## config.mk

```make
export PLATFORM = sky130hd
export DESIGN_NAME = mem_access_ctrl
export DESIGN_NICKNAME = d
export VERILOG_FILES = /design/src/rtl/mem_access_ctrl.sv
export SDC_FILE = /design/constraint.sdc
export NUM_CORES = 1
export LEC_CHECK = 0
export ABC_AREA = 1
export BUFFER_PORTS_ARGS = -buffer_cell sky130_fd_sc_hd__buf_2
export CAP_MARGIN = 30
export CORE_AREA = 2 2 156 158
export CTS_CLUSTER_SIZE = 20
export DETAILED_ROUTE_END_ITERATION = 6
export DIE_AREA = 0 0 158 160
export GPL_TIMING_DRIVEN = 0
export PLACE_DENSITY_LB_ADDON = 0.25
export SYNTH_ARGS = -nofsm -noshare
export SYNTH_HDL_FRONTEND = slang
export SYNTH_SLANG_ARGS = --single-unit
```

## constraint.sdc

```tcl
create_clock -name clk -period 2.7 [get_ports clk]
set_input_delay 0.54 -clock clk [delete_from_list [all_inputs] [get_ports clk]]
set_output_delay 0.54 -clock clk [all_outputs]
set_load 0.03 [all_outputs]
```

## src/rtl/mem_access_ctrl.sv

```systemverilog
`default_nettype none
// +------------------------------------------------------------------------+
// | Module  : mem_access_ctrl                                              |
// | Purpose : MEM-stage data-memory sequencer: aligned 64-bit beats with   |
// |           valid/ready handshake, store lane shifting, load extension.  |
// |           Optional macro MISALIGN_SPLIT_EN enables two-beat crossings. |
// | Revision: 1.0 - initial release                                        |
// +------------------------------------------------------------------------+
module mem_access_ctrl #(
    parameter int ADDR_W = 64
) (
    input  logic              clk,
    input  logic              rst,
    input  logic              req_valid,
    input  logic              req_we,
    input  logic [ADDR_W-1:0] req_addr,
    input  logic [63:0]       req_wdata,
    input  logic [2:0]        memdata_width,
    output logic              stall,
    output logic              done,
    output logic [63:0]       load_data,
    output logic              misalign_err,
    output logic              mem_req_valid,
    input  logic              mem_req_ready,
    output logic [ADDR_W-1:0] mem_addr,
    output logic              mem_wen,
    output logic [63:0]       mem_wdata,
    output logic [7:0]        mem_wmask,
    input  logic              mem_resp_valid,
    input  logic [63:0]       mem_rdata
);

    localparam logic [2:0] c_IDLE  = 3'd0;
    localparam logic [2:0] c_REQ0  = 3'd1;
    localparam logic [2:0] c_WAIT0 = 3'd2;
`ifdef MISALIGN_SPLIT_EN
    localparam logic [2:0] c_REQ1  = 3'd3;
    localparam logic [2:0] c_WAIT1 = 3'd4;
`endif
    localparam logic [2:0] c_DONE  = 3'd5;

    function automatic logic [3:0] f_size(input logic [2:0] width);
        case (width)
            3'b001:        f_size = 4'd8;
            3'b010, 3'b101: f_size = 4'd4;
            3'b011, 3'b110: f_size = 4'd2;
            default:       f_size = 4'd1;
        endcase
    endfunction

    logic [2:0]        r_state;
    logic [2:0]        w_next_state;
    logic [ADDR_W-1:0] r_addr;
    logic              r_we;
    logic [63:0]       r_wdata;
    logic [2:0]        r_width;
    logic [63:0]       r_load_data;

    logic [2:0]        w_off;
    logic [3:0]        w_size;
    logic              w_cross;
    logic              w_in_cross;
    logic              w_accept;
    logic              w_load_en;
    logic [ADDR_W-1:0] w_base;
    logic [7:0]        w_mask0;
    logic [63:0]       w_wdata0;
    logic [63:0]       w_beat0;
    logic [63:0]       w_beat1;
    logic [63:0]       w_low;
    logic [63:0]       w_ext;

    assign w_off      = r_addr[2:0];
    assign w_size     = f_size(r_width);
    assign w_cross    = ({1'b0, w_off} + w_size) > 4'd8;
    assign w_in_cross = ({1'b0, req_addr[2:0]} + f_size(memdata_width)) > 4'd8;
    assign w_accept   = (r_state == c_IDLE) && req_valid && (memdata_width != 3'b000);
    assign w_base     = {r_addr[ADDR_W-1:3], 3'b000};
    assign w_mask0    = 8'(((16'd1 << w_size) - 16'd1) << w_off);
    assign w_wdata0   = r_wdata << {w_off, 3'b000};

`ifdef MISALIGN_SPLIT_EN
    logic [63:0] r_beat0;
    logic [7:0]  w_mask1;
    logic [63:0] w_wdata1;

    // Second beat carries whatever spilled above byte lane 7.
    assign w_mask1  = 8'((((16'd1 << w_size) - 16'd1) << w_off) >> 8);
    assign w_wdata1 = r_wdata >> (7'd64 - {1'b0, w_off, 3'b000});
    assign w_beat0  = (r_state == c_WAIT1) ? r_beat0 : mem_rdata;
    assign w_beat1  = mem_rdata;

    always_ff @(posedge clk) begin
        if (rst) begin
            r_beat0 <= 64'd0;
        end else if (r_state == c_WAIT0 && mem_resp_valid) begin
            r_beat0 <= mem_rdata;
        end
    end
`else
    assign w_beat0 = mem_rdata;
    assign w_beat1 = 64'd0;
`endif

    assign w_low = 64'({w_beat1, w_beat0} >> {w_off, 3'b000});

    always_comb begin
        case (r_width)
            3'b010:  w_ext = {{32{w_low[31]}}, w_low[31:0]};
            3'b011:  w_ext = {{48{w_low[15]}}, w_low[15:0]};
            3'b100:  w_ext = {{56{w_low[7]}},  w_low[7:0]};
            3'b101:  w_ext = {32'd0, w_low[31:0]};
            3'b110:  w_ext = {48'd0, w_low[15:0]};
            3'b111:  w_ext = {56'd0, w_low[7:0]};
            default: w_ext = w_low;
        endcase
    end

    always_comb begin
        w_next_state = r_state;
        case (r_state)
            c_IDLE: begin
                if (w_accept) begin
`ifdef MISALIGN_SPLIT_EN
                    w_next_state = c_REQ0;
`else
                    w_next_state = w_in_cross ? c_DONE : c_REQ0;
`endif
                end
            end
            c_REQ0:  if (mem_req_ready) w_next_state = c_WAIT0;
            c_WAIT0: begin
                if (mem_resp_valid) begin
`ifdef MISALIGN_SPLIT_EN
                    w_next_state = w_cross ? c_REQ1 : c_DONE;
`else
                    w_next_state = c_DONE;
`endif
                end
            end
`ifdef MISALIGN_SPLIT_EN
            c_REQ1:  if (mem_req_ready)  w_next_state = c_WAIT1;
            c_WAIT1: if (mem_resp_valid) w_next_state = c_DONE;
`endif
            c_DONE:  w_next_state = c_IDLE;
            default: w_next_state = c_IDLE;
        endcase
    end

    // Only a completed memory read may update the result; the unsplit
    // crossing path reaches DONE straight from IDLE and never qualifies.
    assign w_load_en = ((r_state == c_WAIT0)
`ifdef MISALIGN_SPLIT_EN
                        || (r_state == c_WAIT1)
`endif
                       ) && (w_next_state == c_DONE) && !r_we;

    always_ff @(posedge clk) begin
        if (rst) begin
            r_state     <= c_IDLE;
            r_addr      <= '0;
            r_we        <= 1'b0;
            r_wdata     <= 64'd0;
            r_width     <= 3'd0;
            r_load_data <= 64'd0;
        end else begin
            r_state <= w_next_state;
            if (w_accept) begin
                r_addr  <= req_addr;
                r_we    <= req_we;
                r_wdata <= req_wdata;
                r_width <= memdata_width;
            end
            if (w_load_en) r_load_data <= w_ext;
        end
    end

    always_comb begin
        mem_req_valid = 1'b0;
        mem_addr      = '0;
        mem_wdata     = 64'd0;
        mem_wmask     = 8'd0;
        case (r_state)
            c_REQ0: begin
                mem_req_valid = 1'b1;
                mem_addr      = w_base;
                mem_wdata     = w_wdata0;
                mem_wmask     = w_mask0;
            end
`ifdef MISALIGN_SPLIT_EN
            c_REQ1: begin
                mem_req_valid = 1'b1;
                mem_addr      = w_base + ADDR_W'(8);
                mem_wdata     = w_wdata1;
                mem_wmask     = w_mask1;
            end
`endif
            default: ;
        endcase
    end

    assign mem_wen   = mem_req_valid && r_we;
    assign stall     = req_valid && (memdata_width != 3'b000) && (r_state != c_DONE);
    assign done      = (r_state == c_DONE);
    assign load_data = r_load_data;
`ifdef MISALIGN_SPLIT_EN
    assign misalign_err = 1'b0;
`else
    assign misalign_err = (r_state == c_DONE) && w_cross;
`endif

endmodule
`default_nettype wire

```

==> metrics.md <==
| Metric | Value |
|---|---|
| Outcome | `finished with violations` |
| Failing checks | `negative setup slack` |
| Adder-cell area share of the yosys netlist | `1.13%` |
| Mapped Area | `11200 µm²` |
| Fin. max-slew vios | `0` |
| Worst r2r src | `r_state[2]` |
| Critical Path Source | `r_width[2]` |
| Starting Density | `between 40% and 50%` |
| GRT overflow | `0` |
| Clock skew | `0.0191 ns` |
| CTS sink cnt | `199` |
| Reg2reg setup slack | `~0.25 ns` |
| H-tree depth | `4` |
| Final Total Pwr | `between 9 and 10 mW` |
| Power per cell area | `between 600 and 700 nW/µm²` |
| Clock Tree Buf Depth | `2` |
| Largest family of logic cells by synthesized area | `simple AND/OR/NAND/NOR gates` |
| Max Clock Freq | `between 300 and 400 MHz` |
| DR vias | `14.5k` |
| Initial DRC count | `1353` |
| Setup slack after layout | `-0.322 ns` |
| Antenna Nets Post-Route | `0` |
| Crit-path max FO | `6` |
| Largest net degree at the start of global routing | `21` |
| Die Width | `about 160 µm` |
| Final worst-path cycle share | `112%` |
| Clk Tree Root Cell | `clkbuf_16` |
| CTS Hold Bufs | `0` |
| Worst path max stage delay | `0.33 ns` |
| Setup crit end kind | `primary output` |
| CTS tree | `done` |
| Final Hold Viols | `0` |
| Worst path slowest cell | `dfxtp_2` |
| Core Region | `23800 µm²` |
| Clock slew at reported path FFs | `0.08 ns` |
| Synthesized area per cell | `~6.3 µm²` |
| Compound-cell area share of the yosys netlist | `between 20% and 30%` |
| CP top delay family | `adder cells` |
| RePlAce Congestion | `between 1 and 1.5` |
| Worst reg2reg path endpoint | `r_wdata[23]` |
| Seq/Total Area, Yosys | `between 30% and 40%` |
| Post-synth ARST share | `0%` |
| Total CTS buffers | `17` |
| Clk Latency, worst-skew pair | `0.46 ns` |
| Ports | `between 400 and 500` |
| Most common cell after layout, fill and taps aside | `buf_2` |
| Initial antenna violation count | `1` |
| Flops & latches, synth | `about 200` |
| YS warnings | `0` |
| Total leakage power | `about 7.6 nW` |
| Startpoint Class | `register` |
| Worst-path cell chain | `buf_8 -> buf_6 -> nor2_4 -> nor2_4 -> nand2_2 -> inv_2 -> ha_4 -> fa_2 -> xor2_1 -> o311a_4 -> buf_6` |
| Slew margin rel. | `47.2%` |
| Post-route minimum period | `3.02 ns` |
| Post-route cell area | `~16000 µm²` |
| Vias in the first global route | `13.3k` |
| Placed cell area | `13700 µm²` |
| Layout Nets | `approximately 2.4k` |
| Worst R2R Path Depth | `6` |
| Netlist cell types | `40` |
| Ys flop type | `dfxtp_1` |
| Share of layout cells above drive strength 1 | `29.8%` |
| Commonest cells after routing, fill and taps aside | `372 x buf_2, 335 x nor2_1, 332 x nand2_1, 249 x o21ai_0, 194 x dfxtp_1` |
| Final Core Density | `~65%` |
| Arrival @ worst endpoint | `between 2 and 2.5 ns` |
| Post-synthesis simple-gate area fraction | `29.6%` |
| HP Class | `in -> reg` |
| CP Buf/Inv Count | `4` |
| Stages on worst setup path | `11` |
| Final setup TNS | `-1.48 ns` |
| Max_cap viols | `0` |
| Core Rows | `57` |
| Routed len/inst | `about 20 µm` |
| Mux share of post-synthesis cell area | `roughly 1.5%` |
| GRT Total Usage | `between 30% and 40%` |
| Drt total wl | `between 50000 and 60000 µm` |
| Least-Margin Pin Slew | `0.784 ns` |
| VDD IR max | `about 340 µV` |
| DRC viols | `0` |
| CP required | `2.16 ns` |
| First-pass GRT wire length | `between 70000 and 80000 µm` |
| Port bufs | `between 400 and 500` |
| RSZ-0062 raised after global routing | `yes` |
| Die Y-Extent | `approximately 160 µm` |
| WHS Path Cells | `2` |
| Die ar. | `between 20000 and 30000 µm²` |
| Avg Vias per Cell | `5.63` |
| WS Path Type | `reg -> out` |
| Detailed Place HPWL | `40300 µm` |
| 1st-pass router iterations | `6` |
| Area grow syn2layout | `38.3%` |
| Cells after synthesis | `about 1.8k` |
| Worst setup path end | `misalign_err` |
| Setup violations, final | `11` |
| Synth Area in XOR/XNOR | `less than 1%` |
| Number of synthesized flops with an enable pin | `0` |
[through the flow]
stage	cells	worst slack [ns]	hold WS (ns)
CTS	2561	-0.338	0.296
global placement	2507	-0.292	0.439
floorplan	1781	0.0749	0.430
global route	2568	-0.388	0.298
detailed placement	2507	-0.338	0.445
finish	2568	-0.322	0.294
[area by class of cell]
| class | instances | area, µm² |
|---|---|---|
| buffer | 131 | 806 |
| multi-input combinational | 1313 | 6750 |
| fill | 2293 | 8270 |
| antenna | 1 | 2.50 |
| tap | 324 | 405 |
| clock buffer | 18 | 439 |
| clock inverter | 14 | 154 |
| inverter | 133 | 514 |
| timing repair buffer | 435 | 2480 |
| sequential | 199 | 4000 |
[logic make-up (layout without fill, tap and decap cells)]
family | Yosys count | count (layout)
xor+xnor | 2 | 2
mux | 17 | 17
buf+inv | 269 | 731
flops | 199 | 199
simple gates | 821 | 821
fa+ha+maj | 9 | 9
other cells | 2 | 5
compound gates | 460 | 460
[sequential cells by signal, summed over array words and instances, names as in the netlist]
name,cells
r_width,3
r_state,3
load_data,64
r_addr,64
r_we,1
r_wdata,64
[per-layer routing]
layer	vias up	part of all wire (%)	track usage [%]
li1	6691	-	-
met1	6726	39	50.2
met2	878	46	64.5
met3	156	9.8	7.30
met4	0	4.9	18.0
met5	-	0	0
[power by group]
part	total (mW)	leakage [nW]	internal (mW)	switching [mW]
sequential	3.38	1.64	3.18	0.193
combinational	3.44	5.64	1.16	2.28
clock	2.63	0.288	1.27	1.37
[worst min path at each step]
stage,startpoint,endpoint
after floorplan,r_addr[10],r_addr[10]
after CTS,rst,r_state[1]
final,rst,r_state[1]
after global routing,rst,r_state[1]
after detailed placement,r_addr[51],r_addr[51]
after global placement,r_addr[27],r_addr[27]
[what timing repair did]
item / 4_1_cts / 5_1_grt
setup buffers: 29 / 8
endpoints found under the hold margin: 0 / 0
pin swaps: 27 / 18
resized for setup: 213 / 101
endpoints found under the setup margin: 125 / 54
[cells in the mapped netlist, drive strengths merged (7+ instances only)]
library cell,count,area share [%]
a22oi,14,0.93
nand3,93,4.3
nand2,355,12
o22ai,22,1.2
buf,63,3.2
dfxtp,199,35
o21ai,272,12
ha,7,0.78
mux2i,17,1.5
a31oi,9,0.50
o211ai,17,1.1
inv,132,4.4
clkbuf,73,2.4
or2,17,0.95
nor2,351,12
o21a,14,0.93
a21oi,107,4.8
(Power assumes the default switching activity.)
